==> config.mk <==
export PLATFORM = sky130hd
export DESIGN_NAME = f_fetch_unit
export DESIGN_NICKNAME = d
export VERILOG_FILES = /design/src/rtl/f_fetch_unit.sv
export SDC_FILE = /design/constraint.sdc
export NUM_CORES = 1
export LEC_CHECK = 0
export ABC_AREA = 1
export BUFFER_PORTS_ARGS = -buffer_cell sky130_fd_sc_hd__buf_2
export CORE_ASPECT_RATIO = 0.6
export CORE_MARGIN = 3
export CORE_UTILIZATION = 51
export CTS_BUF_LIST = sky130_fd_sc_hd__clkbuf_8 sky130_fd_sc_hd__clkbuf_16
export CTS_CLUSTER_SIZE = 40
export DETAILED_ROUTE_END_ITERATION = 10
export MAX_ROUTING_LAYER = met4
export PLACE_DENSITY = 0.89
export REMOVE_ABC_BUFFERS = 1
export SETUP_SLACK_MARGIN = 0.3
export SYNTH_ARGS = -nofsm -noshare
export SYNTH_HDL_FRONTEND = slang
export SYNTH_SLANG_ARGS = --single-unit
==> constraint.sdc <==
create_clock -name clk -period 2.3 [get_ports clk]
set_clock_uncertainty 0.2 [all_clocks]
set_input_delay 0.115 -clock clk [delete_from_list [all_inputs] [get_ports clk]]
set_output_delay 0.115 -clock clk [all_outputs]
set_load 0.02 [all_outputs]
==> src/rtl/f_fetch_unit.sv <==
// F-stage fetch unit: owns F_PC and the F/D register, drives a request/response
// instruction-memory port, and parks one early response while D is frozen.
module f_fetch_unit #(
  parameter logic [31:0] RESET_PC = 32'h0000_3000
) (
  input  logic        clk,
  input  logic        reset,
  input  logic [31:0] NPC,
  input  logic        D_stall,
  output logic        imem_req,
  output logic [31:0] imem_addr,
  input  logic        imem_rvalid,
  input  logic [31:0] imem_rdata,
  output logic [31:0] F_PC,
  output logic [31:0] D_PC,
  output logic [31:0] D_instr,
  output logic        fetch_busy
);

  typedef enum logic [1:0] {
    S_IDLE,
    S_WAIT,
    S_HOLD
  } state_t;

  state_t      state;
  state_t      state_next;
  logic [31:0] hold_buf;
  logic        advance;
  logic        capture;

  // NOTE: every signal written here gets a default first, so no path can leave it unassigned and infer a latch.
  always_comb begin
    state_next = state;
    advance    = 1'b0;
    capture    = 1'b0;
    unique case (state)
      S_IDLE: state_next = S_WAIT;
      S_WAIT: begin
        if (imem_rvalid) begin
          if (D_stall) begin
            capture    = 1'b1;
            state_next = S_HOLD;
          end else begin
            advance    = 1'b1;
            state_next = S_WAIT;
          end
        end
      end
      S_HOLD: begin
        if (!D_stall) begin
          advance    = 1'b1;
          state_next = S_WAIT;
        end
      end
      default: state_next = S_IDLE;
    endcase

    // The next fetch goes out in the advance cycle: NPC is already derived from
    // the instruction leaving for D, so no extra request cycle is needed.
    imem_req   = !reset && ((state == S_IDLE) || advance);
    imem_addr  = (state == S_IDLE) ? F_PC : NPC;
    // Depends on state and imem_rvalid only, so the hazard unit can fold it into D_stall.
    fetch_busy = (state == S_IDLE) || ((state == S_WAIT) && !imem_rvalid);
  end

  // NOTE: sequential state uses non-blocking assignments so every flop samples pre-edge values.
  always_ff @(posedge clk) begin
    if (reset) begin
      state    <= S_IDLE;
      F_PC     <= RESET_PC;
      D_PC     <= 32'h0;
      D_instr  <= 32'h0;
      hold_buf <= 32'h0;
    end else begin
      state <= state_next;
      if (capture) begin
        hold_buf <= imem_rdata;
      end
      if (advance) begin
        D_PC    <= F_PC;
        D_instr <= (state == S_WAIT) ? imem_rdata : hold_buf;
        F_PC    <= NPC;
      end
    end
  end

endmodule

# Yosys cells after proc, flatten, opt, wreduce, memory -nomap -nowiden
# Cells that the tools add are included.
classes:
  reduce_logical: 8
  n_eq_ne: 4
  mux: 12
ops:
  columns: ["op", "n"]
  rows:
  - ["$mux W32", 2]
  - ["$mux W2", 3]
  - ["$pmux W2 S3", 1]
  - ["$mux W1", 5]
  - ["$ne A2 B2 Y1 const B", 2]
  - ["$eq A2 B1 Y1 const B", 1]
  - ["$eq A2 B2 Y1 const B", 1]
  - ["$logic_and A1 B1 Y1", 2]
  - ["$logic_not A1 Y1", 2]
  - ["$logic_not A2 Y1", 1]
  - ["$logic_or A1 B1 Y1", 2]
  - ["$pmux W1 S2", 1]
  - ["$reduce_and A2 Y1", 1]
totals:
  reg_bits: 130
  out_inout_bits: 130
  in_bits: 68

# Longest topological paths before layout
depth:
  word_depth: 5
  depth_mapped: 9
  depth_no_buf: 8

# Worst setup path after synthesis
# Ideal clock, no wire load.
synth_path:
  path_kind: "register -> output"
  from: "register state[1]"
  to: "output port imem_req"
  required_time_ps: 1985
  slack_ps: 412
  n_path_buf: 2
  stages_incl_launch_ff: 9
  arrival_time_ps: 1573
  path_cell_list: "dfxtp_1 > inv_1 > ha_1 > inv_1 > nor2_4 > nand2_4 > buf_6 > buf_2 > a21oi_1"
synth_between:
  elab_chain_len: 4
  elab_cells_between_ends: 6
  classes_between: "eq/ne (2); mux (1); reduce/logical (3)"
synth_lines:
  columns: ["element", "line_no", "source"]
  rows:
  - ["from (decl)", "26", "state_t state;"]
  - ["from (signal assigned)", "76", "state <= state_next;"]
  - ["$eq A2 B2 Y1 / $eq A2 B1 Y1 (equally long branches)", "37", "unique case (state)"]
  - ["$pmux W1 S2", "37", null]
  - ["$logic_or A1 B1 Y1 *", "61", "imem_req = !reset && ((state == S_IDLE) || advance);"]
  - ["$logic_and A1 B1 Y1 *", "61", null]
  - ["to (decl)", "10", "output logic imem_req,"]
# Every way passes the cells marked *; elsewhere a longest branch is shown, timed or not.

# Final worst setup path
# Ends and elaborated chain as after synthesis.

==> results.cfg <==
[clock_network]
clock_latency_ns = 0.40
cts_tree = yes
cts_sinks = 130
clk_root_buffer_cell = sky130_fd_sc_hd__clkbuf_16
cts_buffers = 17
path_clk_slew_ns = 0.06
ctsLongestPathBuffers = 2
ctsHtreeMaxLevel = 4

[outcome]
outcome = finished, final reports clean

[synth]
fraction_of_the_mapped_netlist_area_in_simple_logic_gates_pct = 35.6
post_synth_instance_area_mm2 = 0.00609
synth_area_in_adders_pct = 0.822
yosysWarnings = 0
muxShareOfSynthArea_pct = 0
compound_gate_portion_of_the_synthesized_area_pct = 8.14
synth_top_family_by_area = simple AND/OR/NAND/NOR gates
synthCells = 981
synth_xor_area_share_pct = 0
synth_area_leader_cell = sky130_fd_sc_hd__dfxtp_1
synth_top_area_share_pct = 42.7
ys_seq_area_share_pct = 42.7
post_synth.cell_area_avg_um2 = 6.21
ys_top_cells_by_area = sky130_fd_sc_hd__dfxtp_1 43%, sky130_fd_sc_hd__nand2_1 18%, sky130_fd_sc_hd__nor2_1 14%
synth.ff_latch_count = 130
ys_types = 19

[final_layout]
design_area_mm2 = 0.00862
multi_input_area_mm2 = 0.00275
layout.filler_cells = 882
fin_nets = 1297
final_core_utilization_pct = 75.0
syn_to_final_growth_pct = 41.5
layout-drive-gt1-share_pct = 21.2
ff_latch_area_mm2 = 0.00261
antenna_diode_count = 0

[die]
ioPinCount = 198
die_h_um = 90.6
initial_core_util_pct = 53.0
floorplan.rows = 30
fp.coreArea_mm2 = 0.0115
die_width_um = 147
die_area_mm2 = 0.0133

[critical_path]
critPathCapture = imem_req
crit_fanout = 5
worstSetupPathType = flop to output pin
critPathArrivalTime_ns = 1.69
required_ns = 1.99
setup.worst_path.start_class = flop
origin_of_the_worst_setup_path = state[1]
r2r_slack_ns = 0.35
reg2regPathDepth = 8
critical_r2r_launch = state[1]
rr_endpoint = D_PC[3]
cp_capture_type = output pin

[global_routing]
groute.usage.overall_pct = 25.4
grt_antenna_before_repair = 0
grt_max_degree = 72
via_count_of_the_first_global_routing_pass = 5803
grt_first_pass_wirelength_um = 27600
grt.overflow.total = 0

[place]
detailed_place_hpwl_um = 10100
postPlaceCellArea_mm2 = 0.00716
gp_congestion = 0.820
placement.io_buffers = 197

[sta]
hold_viol = 0
rsz0062_at_grt = true
timing.final.crit_share_pct = 87.3
slew_of_the_pin_with_the_lowest_slew_margin_ns = 0.490
final-setup-viol-count = 0
timing.final.max_slew_violations = 0
maximum_operating_frequency_ghz = 0.498
worst_relative_slew_slack_pct = 67.4
fin_worst_hold_slack_ns = 0.281
min_period_ns = 2.01

[power]
power_density_relative_to_cell_area_mw_per_mm2 = 765
leakagePower_uw = 0.00484
ir_worst_vdd_uv = 497

[detailed_routing]
vias = 6638
drt_drc_violations_left = 0
route.detailed.vias_per_inst = 4.75
dr.first_iter.drc_count = 418
wire_per_inst_um = 12.9
drtPass1Iterations = 5
antenna_left = 0
routed_wl_um = 18000

[worst_hold_path]
min-delay-path-class = flop to flop
hold_path.startpoint = D_PC[2]

[flow_run]
timing.max_cap.violations = 0
-- logic make-up after synthesis --
logic type,after synthesis
AO/OA/AOI/OAI,99
adder cells (fa/ha/maj),4
AND/OR/NAND/NOR,559
flip-flops,130
buffers and inverters,189
-- routing by layer --
layer / track usage [%] / part of all wire, % / up-vias
li1: - / - / 3412
met1: 31.8 / 43 / 2868
met2: 40.4 / 47 / 308
met3: 6.17 / 8.1 / 50
met4: 8.84 / 2.6 / 0
met5: - / 0 / -
-- registers in the layout, indices dropped and copies added (netlist names) --
register / flops
D_instr: 32
state: 2
hold_buf: 32
D_PC: 32
F_PC: 32
-- repair_timing --
action | 4_1_cts | 5_1_grt
cloned | 0 | 2
gates resized for setup | 2 | 26
pin swaps | 0 | 4
setup endpoints to repair | 34 | 68
hold buffers | 67 | 0
setup buffers | 0 | 6
endpoints found under the hold margin | 98 | 0
-- area by class of cell --
type | count | share of cell area (%)
clock buffer | 19 | 5.26
clock inverter | 13 | 1.87
inverter | 129 | 5.69
multi-input combinational | 662 | 31.9
sequential | 130 | 30.3
tap | 160 | 2.32
timing repair buffer | 285 | 22.7
-- worst min-delay path by stage --
stage                   endpoint  slack, ns  cells after the start
floorplan               state[1]      -0.02                      1
global placement        state[1]       0.15                      2
detailed placement      state[1]       0.15                      2
global route        hold_buf[13]       0.28                      4
finish                   D_PC[2]       0.28                      2
CTS                     state[1]       0.25                      3
-- where the power goes --
group          leakage, uW  switching (uW)  internal [uW]
registers          0.00106            69.7           2370
clock network     0.000296             997           1760
logic              0.00349             879            512
total              0.00484            1950           4650
-- per-stage QoR --
| stage | setup TNS, ns | std cells | setup slack [ns] | total power, uW |
|---|---|---|---|---|
| after global routing | 0 | 1398 | 0.210 | 6900 |
| final | 0 | 1398 | 0.293 | 6590 |
| after detailed placement | 0 | 1291 | 0.357 | 3650 |
| after global placement | 0 | 1291 | 0.431 | 3620 |
| after CTS | 0 | 1390 | 0.116 | 6480 |
| after floorplan | -143.93 | 921 | -1.64 | 3240 |
-- synthesized netlist by cell type (all sizes together) --
cell    instances
a21oi          35
buf            35
clkbuf         25
clkinv          1
dfxtp         130
ha              4
inv           128
nand2         298
nand3          37
nand4           1
nor2          223
o21ai          64
-- layout by cell type, fill, tap and decap left out, types with 2 or more instances in the layout --
master and instances:
sky130_fd_sc_hd__nand2_1 296, sky130_fd_sc_hd__nor2_1 222, sky130_fd_sc_hd__buf_2 194, sky130_fd_sc_hd__dfxtp_1 128
sky130_fd_sc_hd__inv_1 125, sky130_fd_sc_hd__dlygate4sd3_1 67, sky130_fd_sc_hd__o21ai_0 60, sky130_fd_sc_hd__nand3_1 36
sky130_fd_sc_hd__a21oi_1 34, sky130_fd_sc_hd__clkbuf_16 19, sky130_fd_sc_hd__buf_4 12, sky130_fd_sc_hd__buf_12 7
sky130_fd_sc_hd__o21ai_1 4, sky130_fd_sc_hd__clkinv_4 4, sky130_fd_sc_hd__clkinv_2 3, sky130_fd_sc_hd__clkinvlp_4 3
sky130_fd_sc_hd__bufinv_16 3, sky130_fd_sc_hd__buf_6 3, sky130_fd_sc_hd__inv_4 2, sky130_fd_sc_hd__inv_2 2
sky130_fd_sc_hd__ha_1 2, sky130_fd_sc_hd__clkbuf_8 2
-- critical path: stages, from the launching register on --
cell and delay, ns:
sky130_fd_sc_hd__dfxtp_2 0.36, sky130_fd_sc_hd__inv_2 0.06, sky130_fd_sc_hd__ha_4 0.26, sky130_fd_sc_hd__inv_2 0.04
sky130_fd_sc_hd__nor2_4 0.18, sky130_fd_sc_hd__nand2_8 0.09, sky130_fd_sc_hd__a21oi_4 0.16, sky130_fd_sc_hd__buf_6 0.13
No activity file was read; power rests on OpenSTA's default activity.
